<file path="config.mk">
export PLATFORM = sky130hd
export DESIGN_NAME = pwm_multi_ch
export DESIGN_NICKNAME = d
export VERILOG_FILES = /design/src/rtl/pwm_multi_ch.sv
export SDC_FILE = /design/constraint.sdc
export NUM_CORES = 1
export LEC_CHECK = 0
export ABC_AREA = 1
export ABC_CLOCK_PERIOD_IN_PS = 3050
export CAP_MARGIN = 20
export CORE_UTILIZATION = 30
export DETAILED_ROUTE_END_ITERATION = 7
export SYNTH_ARGS = -nofsm -noshare
export SYNTH_HDL_FRONTEND = slang
export SYNTH_SLANG_ARGS = --single-unit
</file>
<file path="constraint.sdc">
create_clock -name CLK100MHZ -period 3.05 [get_ports CLK100MHZ]
set_clock_uncertainty 0.15 [all_clocks]
set_input_delay 0.4575 -clock CLK100MHZ [delete_from_list [all_inputs] [get_ports CLK100MHZ]]
set_output_delay 0.4575 -clock CLK100MHZ [all_outputs]
set_load 0.005 [all_outputs]
</file>
<file path="src/rtl/pwm_multi_ch.sv">
// ---------------------------------------------------------------------------
// pwm_multi_ch
//   N-channel motor PWM generator. Each channel takes a signed speed command:
//   the sign selects the H-bridge direction pin, the magnitude sets the duty
//   (in clocks per PWM period). Duty changes are slew-limited to RAMP_STEP
//   per period. A direction reversal first ramps the duty down to 0. It then
//   holds 0 for DIR_DEAD whole periods before the dir pin flips.
//
//   All channels share one period counter. Channel state advances only at the
//   period boundary (the cycle with cnt == PERIOD-1). A PWM period therefore
//   never contains a mix of two duties or two directions.
//
// Ports
//   CLK100MHZ    in   system clock
//   rst_n        in   synchronous reset, active-low
//   cmd_valid    in   command write strobe
//   cmd_ready    out  high whenever out of reset
//   cmd_ch       in   target channel index (indices >= NUM_CH are ignored)
//   cmd_data     in   signed speed command (two's complement)
//   spd          out  PWM outputs, one bit per channel
//   dir          out  direction outputs, 1 = reverse (negative command)
//   period_start out  one-cycle pulse on the first spd cycle of each period
// ---------------------------------------------------------------------------
module pwm_multi_ch #(
  parameter int NUM_CH    = 2,
  parameter int DATA_W    = 16,
  parameter int PERIOD    = 1000,
  parameter int RAMP_STEP = 8,
  parameter int DIR_DEAD  = 2
) (
  input  logic                                          CLK100MHZ,
  input  logic                                          rst_n,
  input  logic                                          cmd_valid,
  output logic                                          cmd_ready,
  input  logic [((NUM_CH > 1) ? $clog2(NUM_CH) : 1)-1:0] cmd_ch,
  input  logic [DATA_W-1:0]                             cmd_data,
  output logic [NUM_CH-1:0]                             spd,
  output logic [NUM_CH-1:0]                             dir,
  output logic                                          period_start
);

  localparam int CH_W   = (NUM_CH > 1) ? $clog2(NUM_CH) : 1;
  localparam int CNT_W  = (PERIOD > 1) ? $clog2(PERIOD) : 1;
  localparam int DUTY_W = $clog2(PERIOD + 1);
  localparam int DEAD_W = (DIR_DEAD > 0) ? $clog2(DIR_DEAD + 1) : 1;
  // Width wide enough for both |cmd_data| (one extra bit for -2^(DATA_W-1))
  // and PERIOD, so the saturation compare is exact.
  localparam int MAG_W  = ((DATA_W + 1) > DUTY_W) ? (DATA_W + 1) : DUTY_W;
  // A step larger than the whole period is the same as an unlimited step.
  localparam int STEP_C = (RAMP_STEP > PERIOD) ? PERIOD : RAMP_STEP;

  localparam logic [DUTY_W-1:0] STEP     = DUTY_W'(STEP_C);
  localparam logic [DUTY_W-1:0] DUTY_MAX = DUTY_W'(PERIOD);
  localparam logic [CNT_W-1:0]  CNT_LAST = CNT_W'(PERIOD - 1);
  localparam logic [DEAD_W-1:0] DEAD_LD  = DEAD_W'(DIR_DEAD);
  localparam logic [DEAD_W-1:0] DEAD_ONE = DEAD_W'(1);

  typedef enum logic {
    ST_RUN  = 1'b0,
    ST_DEAD = 1'b1
  } ch_state_e;

  // -------------------------------------------------------------------------
  // State
  // -------------------------------------------------------------------------
  logic [CNT_W-1:0]  cnt_q, cnt_d;

  logic [DUTY_W-1:0] tmag_q [NUM_CH];
  logic [DUTY_W-1:0] tmag_d [NUM_CH];
  logic              tneg_q [NUM_CH];
  logic              tneg_d [NUM_CH];
  logic [DUTY_W-1:0] duty_q [NUM_CH];
  logic [DUTY_W-1:0] duty_d [NUM_CH];
  logic [DEAD_W-1:0] dead_q [NUM_CH];
  logic [DEAD_W-1:0] dead_d [NUM_CH];
  ch_state_e         state_q[NUM_CH];
  ch_state_e         state_d[NUM_CH];
  logic [NUM_CH-1:0] dir_q, dir_d;

  logic [NUM_CH-1:0] spd_q, spd_d;
  logic [NUM_CH-1:0] dir_out_q, dir_out_d;
  logic              period_start_q, period_start_d;

  // -------------------------------------------------------------------------
  // Command interface
  //   Handshake: a write is taken on every clock edge where cmd_valid and
  //   cmd_ready are both high. cmd_ready is high whenever the block is out of
  //   reset, so the decoder never stalls. The source must hold cmd_ch and
  //   cmd_data stable while cmd_valid is high. A write lands in the channel's
  //   target register only; duty follows at the next period boundary, and the
  //   last write before that boundary wins.
  // -------------------------------------------------------------------------
  logic              cmd_fire;
  logic              cmd_neg;
  logic [DATA_W:0]   data_ext;
  logic [DATA_W:0]   abs_ext;
  logic [MAG_W-1:0]  abs_w;
  logic [DUTY_W-1:0] cmd_mag;

  assign cmd_ready = rst_n;
  assign cmd_fire  = cmd_valid & rst_n;

  always_comb begin : cmd_decode
    cmd_neg  = cmd_data[DATA_W-1];
    data_ext = {cmd_data[DATA_W-1], cmd_data};
    // Negation is done one bit wider, so -2^(DATA_W-1) has a valid magnitude.
    abs_ext  = cmd_neg ? (~data_ext + {{DATA_W{1'b0}}, 1'b1}) : data_ext;
    abs_w    = MAG_W'(abs_ext);
    if (abs_w > MAG_W'(PERIOD)) begin
      cmd_mag = DUTY_MAX;
    end else begin
      cmd_mag = DUTY_W'(abs_w);
    end
  end

  // -------------------------------------------------------------------------
  // Shared period counter
  // -------------------------------------------------------------------------
  logic boundary;

  assign boundary = (cnt_q == CNT_LAST);

  always_comb begin : cnt_next
    cnt_d = boundary ? '0 : (cnt_q + CNT_W'(1));
  end

  // -------------------------------------------------------------------------
  // Per-channel reversal request. A zero target never asks for a dir change,
  // whatever sign bit it was written with.
  // -------------------------------------------------------------------------
  logic [NUM_CH-1:0] rev_req;

  always_comb begin : rev_decode
    rev_req = '0;
    for (int i = 0; i < NUM_CH; i++) begin
      rev_req[i] = (tmag_q[i] != '0) && (tneg_q[i] != dir_q[i]);
    end
  end

  // -------------------------------------------------------------------------
  // Per-channel FSM (RUN / DEAD), stepped once per period at the boundary
  // -------------------------------------------------------------------------
  always_comb begin : ch_next
    for (int i = 0; i < NUM_CH; i++) begin
      tmag_d[i]  = tmag_q[i];
      tneg_d[i]  = tneg_q[i];
      duty_d[i]  = duty_q[i];
      dead_d[i]  = dead_q[i];
      state_d[i] = state_q[i];
      dir_d[i]   = dir_q[i];

      if (boundary) begin
        case (state_q[i])
          ST_RUN: begin
            if (!rev_req[i]) begin
              // Slew toward the target magnitude, never overshooting it.
              if (duty_q[i] < tmag_q[i]) begin
                duty_d[i] = ((tmag_q[i] - duty_q[i]) > STEP) ?
                            (duty_q[i] + STEP) : tmag_q[i];
              end else begin
                duty_d[i] = ((duty_q[i] - tmag_q[i]) > STEP) ?
                            (duty_q[i] - STEP) : tmag_q[i];
              end
            end else if (duty_q[i] != '0) begin
              // Reversal pending: ramp down to 0 first.
              duty_d[i] = (duty_q[i] > STEP) ? (duty_q[i] - STEP) : '0;
            end else if (DIR_DEAD == 0) begin
              dir_d[i] = ~dir_q[i];
            end else begin
              dead_d[i]  = DEAD_LD;
              state_d[i] = ST_DEAD;
            end
          end
          ST_DEAD: begin
            // duty is already 0 here and stays 0 throughout DEAD.
            if (!rev_req[i]) begin
              // Command swung back to the current direction: abandon reversal.
              dead_d[i]  = '0;
              state_d[i] = ST_RUN;
            end else if (dead_q[i] == DEAD_ONE) begin
              dead_d[i]  = '0;
              dir_d[i]   = ~dir_q[i];
              state_d[i] = ST_RUN;
            end else begin
              dead_d[i] = dead_q[i] - DEAD_ONE;
            end
          end
          default: begin
            duty_d[i]  = '0;
            dead_d[i]  = '0;
            state_d[i] = ST_RUN;
          end
        endcase
      end

      // Target writes take effect for the next boundary, not this one.
      if (cmd_fire && (cmd_ch == CH_W'(i))) begin
        tmag_d[i] = cmd_mag;
        tneg_d[i] = cmd_neg;
      end
    end
  end

  // -------------------------------------------------------------------------
  // Output stage. spd compares against the current cnt and is registered, so
  // the spd window lags cnt by one cycle. period_start and dir are registered
  // with the same lag, so all pins change together at the start of a period.
  // -------------------------------------------------------------------------
  always_comb begin : out_next
    spd_d          = '0;
    dir_out_d      = dir_q;
    period_start_d = (cnt_q == '0);
    for (int i = 0; i < NUM_CH; i++) begin
      spd_d[i] = (DUTY_W'(cnt_q) < duty_q[i]);
    end
  end

  // -------------------------------------------------------------------------
  // Registers
  // -------------------------------------------------------------------------
  always_ff @(posedge CLK100MHZ) begin
    if (!rst_n) begin
      cnt_q          <= '0;
      dir_q          <= '0;
      spd_q          <= '0;
      dir_out_q      <= '0;
      period_start_q <= 1'b0;
      for (int i = 0; i < NUM_CH; i++) begin
        tmag_q[i]  <= '0;
        tneg_q[i]  <= 1'b0;
        duty_q[i]  <= '0;
        dead_q[i]  <= '0;
        state_q[i] <= ST_RUN;
      end
    end else begin
      cnt_q          <= cnt_d;
      dir_q          <= dir_d;
      spd_q          <= spd_d;
      dir_out_q      <= dir_out_d;
      period_start_q <= period_start_d;
      for (int i = 0; i < NUM_CH; i++) begin
        tmag_q[i]  <= tmag_d[i];
        tneg_q[i]  <= tneg_d[i];
        duty_q[i]  <= duty_d[i];
        dead_q[i]  <= dead_d[i];
        state_q[i] <= state_d[i];
      end
    end
  end

  assign spd          = spd_q;
  assign dir          = dir_out_q;
  assign period_start = period_start_q;

endmodule
</file>
Yosys cells after proc, flatten, opt, wreduce, memory -nomap -nowiden

Memories as Yosys holds them, arrays and structs flattened.
Index checks and enable logic that the tools add are counted.

Flip-flop bits (word level): 17
Bits in writable memories: 48
Bits of input ports: 20
Logic and storage cells: 127
Memories kept: 5

Add/sub/neg operators: 12
Magnitude comparators: 11
Equality and inequality tests: 5
Mux-type cells: 58
Bitwise gates (word level): 18
Reductions and logical operators: 12

Memory list:

| name    | depth | width | read ports | clocked after Yosys merged registers in | wr ports | RTL line | text |
|---|---|---|---|---|---|---|---|
| duty_q  | 2     | 10    | 2          | 0                                       | 2        | 72       | `logic [DUTY_W-1:0] duty_q [NUM_CH];` |
| tmag_q  | 2     | 10    | 2          | 0                                       | 2        | 68       | `logic [DUTY_W-1:0] tmag_q [NUM_CH];` |
| dead_q  | 2     | 2     | 2          | 0                                       | 2        | 74       | `logic [DEAD_W-1:0] dead_q [NUM_CH];` |
| state_q | 2     | 1     | 2          | 0                                       | 2        | 76       | `ch_state_e state_q[NUM_CH];` |
| tneg_q  | 2     | 1     | 2          | 0                                       | 2        | 70       | `logic tneg_q [NUM_CH];` |

Operator list:

| kind                    | count |
|---|---|
| $mux W10                | 23 |
| $gt A10 B4 Y1 const B   | 6 |
| $lt A10 B10 Y1          | 4 |
| $reduce_bool A10 Y1     | 4 |
| $sub A10 B10 Y10        | 4 |
| $mux W2                 | 12 |
| $add A10 B4 Y10 const B | 2 |
| $sub A10 B4 Y10 const B | 2 |
| $mux W1                 | 18 |
| $add A17 B1 Y17 const B | 1 |
| $gt A17 B10 Y1 const B  | 1 |
| $mux W17                | 1 |
| $not A17 Y17            | 1 |
| $add A10 B1 Y10 const B | 1 |
| $eq A10 B10 Y1 const B  | 1 |
| $logic_not A10 Y1       | 1 |
| $or A1 B1 Y1            | 10 |
| $pmux W2 S2             | 2 |
| $reduce_and A4 Y1       | 2 |
| $not A1 Y1              | 6 |
| $eq A2 B1 Y1 const B    | 2 |
| $logic_and A1 B1 Y1     | 4 |
| $pmux W1 S2             | 2 |
| $sub A2 B1 Y2 const B   | 2 |
| other kinds (3)         | 4 |

Depth between registers and ports, before layout

Depth in word-level cells: 8
Depth in mapped cells: 20
Depth with buffers taken out: 19

Worst setup path after synthesis

OpenSTA, ideal clock, no wires.

Path type: register to register
Start: memory tmag_q[0][0] in the netlist's numbering
End: memory duty_q[0][1] in the netlist's numbering
Setup time: 0.132 ns
Arrival time: 2.074 ns
Data required time: 2.768 ns
Setup slack: 0.694 ns
Cell stages (with the launch flop): 18
Buffers on the path: 0
Period minus slack after synthesis: 2.356 ns
Path through: dfxtp_1 > inv_1 > ha_1 > fa_1 > inv_1 > nand2_1 > nand2_1 > nand3_1 > nand3_1 > nand2_1 > inv_1 > nand2_1 > nor2_4 > nand3_1 > nand3_1 > nand2_1 > nand2_1 > a21oi_1

RTL lines:

| element         | RTL line |
|---|---|
| start, declared | 68 |
| end, declared   | 72 |

==> results.json <==
{
  "seqPwrFrac_pct": 32.0,
  "crit_path_end_kind": "register",
  "route.detailed.drc": 0,
  "power_frac_comb_pct": 31.1,
  "dp_hpwl_mm": 15.3,
  "post-cts-setup-buffer-count": 0,
  "yosys.cell_types.count": 41,
  "grt_overflow": 0,
  "num_vias": 7031,
  "antennaDiodeCount": 0,
  "arrival_ps": 2750,
  "startpoint": "tmag_q[0][0]",
  "leakage_uw": 0.00403,
  "htree_num_levels": 3,
  "min-delay-start": "cnt_q[0]",
  "synth-seq-cells": 65,
  "drv_slew": 0,
  "cts.repair.resized": 0,
  "post_drt_via_cell_ratio": 4.84,
  "drt_iter0_markers": 450,
  "clkPwrFrac_pct": 36.9,
  "syn-num-nets": 1211,
  "synth_top_cells_by_area": "dfxtp_1 (19%), nand2_1 (17%), ha_1 (12%)",
  "swShare_pct": 35.8,
  "dr.pass1.iters": 5,
  "finalSetupViolCount": 0,
  "cts_hold_repair.buffers": 0,
  "netSwitchingPower_uw": 1010,
  "layout-drive-gt1-share_pct": 7.80,
  "ios": 26,
  "criticalPathCategory": "reg2reg",
  "initial_utilization_pct": 30.5,
  "routed_wirelength_mm": 19.0,
  "syn_area_sq_mm": 0.00688,
  "synth.avg_cell_area_sq_um": 6.12,
  "clockRootBuffer": "clkbuf_16",
  "layout_commonest_cell": "nand2_1",
  "clock_latency_ps": 340,
  "cp-start-kind": "register",
  "synth_area_leader_cell": "dfxtp_1",
  "grt_first_pass_wirelength_mm": 32.3,
  "die_w_microns": 153,
  "fmax_mhz": 369,
  "slew_headroom_pct": 58.2,
  "hold_violations": 0,
  "cp_max_fo": 9,
  "final_nets": 1250,
  "r2r_start": "tmag_q[0][0]",
  "rows": 55,
  "numCtsBuffers": 9,
  "final.setup.tns_ps": 0,
  "cts_tree": "yes",
  "yosys_warnings": 0,
  "grt_pass1_vias": 6589,
  "clock_path_buffers": 2,
  "place_congestion": 0.898,
  "grt_max_degree": 31,
  "final_core_util_pct": 34.7,
  "clkSlewWorstSetupHoldPaths_ps": 60,
  "status": "completed",
  "yosysTopAreaCellShare_pct": 18.9,
  "clock_sinks": 65,
  "drt-wirelength-per-cell_microns": 13.1,
  "seq_area_frac_synth_pct": 18.9,
  "crit_required_ps": 3090,
  "ir_drop_mv": 0.282,
  "rsz0062_at_grt": "false",
  "portBuffers": 25,
  "nFillCells": 2521,
  "area_delta_synth_final_pct": 13.9,
  "worst_pin_slew_ps": 626,
  "die_h_microns": 153,
  "antenna_found_initial": 0,
  "hp-class": "reg2reg",
  "synth_cells": 1124,
  "die_area_sq_mm": 0.0235,
  "drtAntennaViolNets": 0,
  "min_period_ps": 2710,
  "final_cell_mix": "nand2_1 (320), inv_1 (173), nand3_1 (130), nor2_1 (91)",
  "fin_crit_sh_pct": 88.8,
  "drv_cap": 0,
  "powerDensity_mw_per_mm2": 362,
  "placeableCoreArea_sq_mm": 0.0226,
  "grt_usage_pct": 16.7,
  "p_int_uw": 1820
}
through the flow:
| step | worst slack [ps] | std cells | power [uW] | area [sq um] | hold WS (ps) |
|---|---|---|---|---|---|
| final | 341 | 1452 | 2830 | 7840 | 305 |
| after floorplan | 694 | 1124 | 1590 | 6880 | 267 |
| after detailed placement | 220 | 1437 | 1800 | 7540 | 296 |
| after CTS | 358 | 1452 | 2860 | 7840 | 304 |
| after global placement | 185 | 1437 | 1800 | 7540 | 279 |
| after global routing | 70.8 | 1452 | 3020 | 7840 | 319 |
path summary, 6_finish.rpt:
check | end | slack (ps) | cells after the start
hold reg to reg | cnt_q[0] | 310 | 1
hold / removal | cnt_q[0] | 310 | 1
setup reg to reg | duty_q[0][0] | 340 | 17
setup / recovery | duty_q[0][0] | 340 | 17
cells in the mapped netlist, drive strengths merged:
| library cell | count |
|---|---|
| a21oi | 71 |
| nand3 | 138 |
| o21a | 3 |
| buf | 7 |
| o211ai | 2 |
| nor3b | 2 |
| nor2 | 105 |
| clkbuf | 9 |
| a211oi | 1 |
| ha | 65 |
| fa | 2 |
| a21boi | 7 |
| inv | 181 |
| nor4 | 4 |
| o2111ai | 2 |
| a21o | 1 |
| nor3 | 17 |
| nand3b | 8 |
| xnor2 | 4 |
| or2 | 2 |
| dfxtp | 65 |
| o21ai | 38 |
| nand4 | 20 |
| nand2 | 339 |
| o21bai | 2 |
| xor2 | 27 |
| o31ai | 2 |
critical path, cell delays in order (launching register included):
cell and delay (ps):
dfxtp_1 370, inv_1 60, ha_1 220, fa_1 390
inv_1 60, nand2_1 70, nand2_1 150, nand3_1 120
nand3_1 90, nand2_1 50, inv_1 40, nand2_1 70
nor2_4 240, nand3_1 150, nand3_1 100, nand2_1 80
nand2_1 70, a21oi_1 60
kinds of logic (layout without fill, tap and decap cells):
kind of cell,Yosys count,count (layout),share of synthesized area (%)
simple gates,635,635,42.8
compound gates,129,129,10.8
xor+xnor,31,31,3.95
fa+ha+maj,67,67,12.4
flops,65,65,18.9
buf+inv,197,240,11.2
power by group through the flow:
stage          Combinational, uW  Clock, uW  Sequential [uW]
3_5_place_dp                 876          0              927
2_1_floorplan                679          0              912
3_3_place_gp                 873          0              927
5_1_grt                     1000       1110              909
6_report                     881       1040              908
4_1_cts                      881       1070              908
final cells by class:
class | instances | area [sq um] | share of cell area (%)
Multi-Input combinational cell | 862 | 4810 | 61.4
Sequential cell | 65 | 1300 | 16.6
Inverter | 181 | 679 | 8.67
Timing Repair Buffer | 44 | 393 | 5.01
Tap cell | 285 | 357 | 4.55
Clock buffer | 9 | 225 | 2.87
Clock inverter | 6 | 68.8 | 0.878
flip-flops by register name, summed over array words and instances (netlist names):
name          flops
spd               2
duty_q           20
tmag_q           20
state_q           2
tneg_q            2
dir_out_d         2
dir               2
dead_q            4
period_start      1
cnt_q            10
metal layers:
metal / global-route usage, % / up-vias / part of all wire (%)
met2: 27.9 / 156 / 46
met5: 0 / - / 0
met4: 5.67 / 0 / 2.3
met1: 22.0 / 3162 / 48
li1: - / 3685 / -
met3: 2.41 / 28 / 4.2
Power figures use the tool's default switching activity.
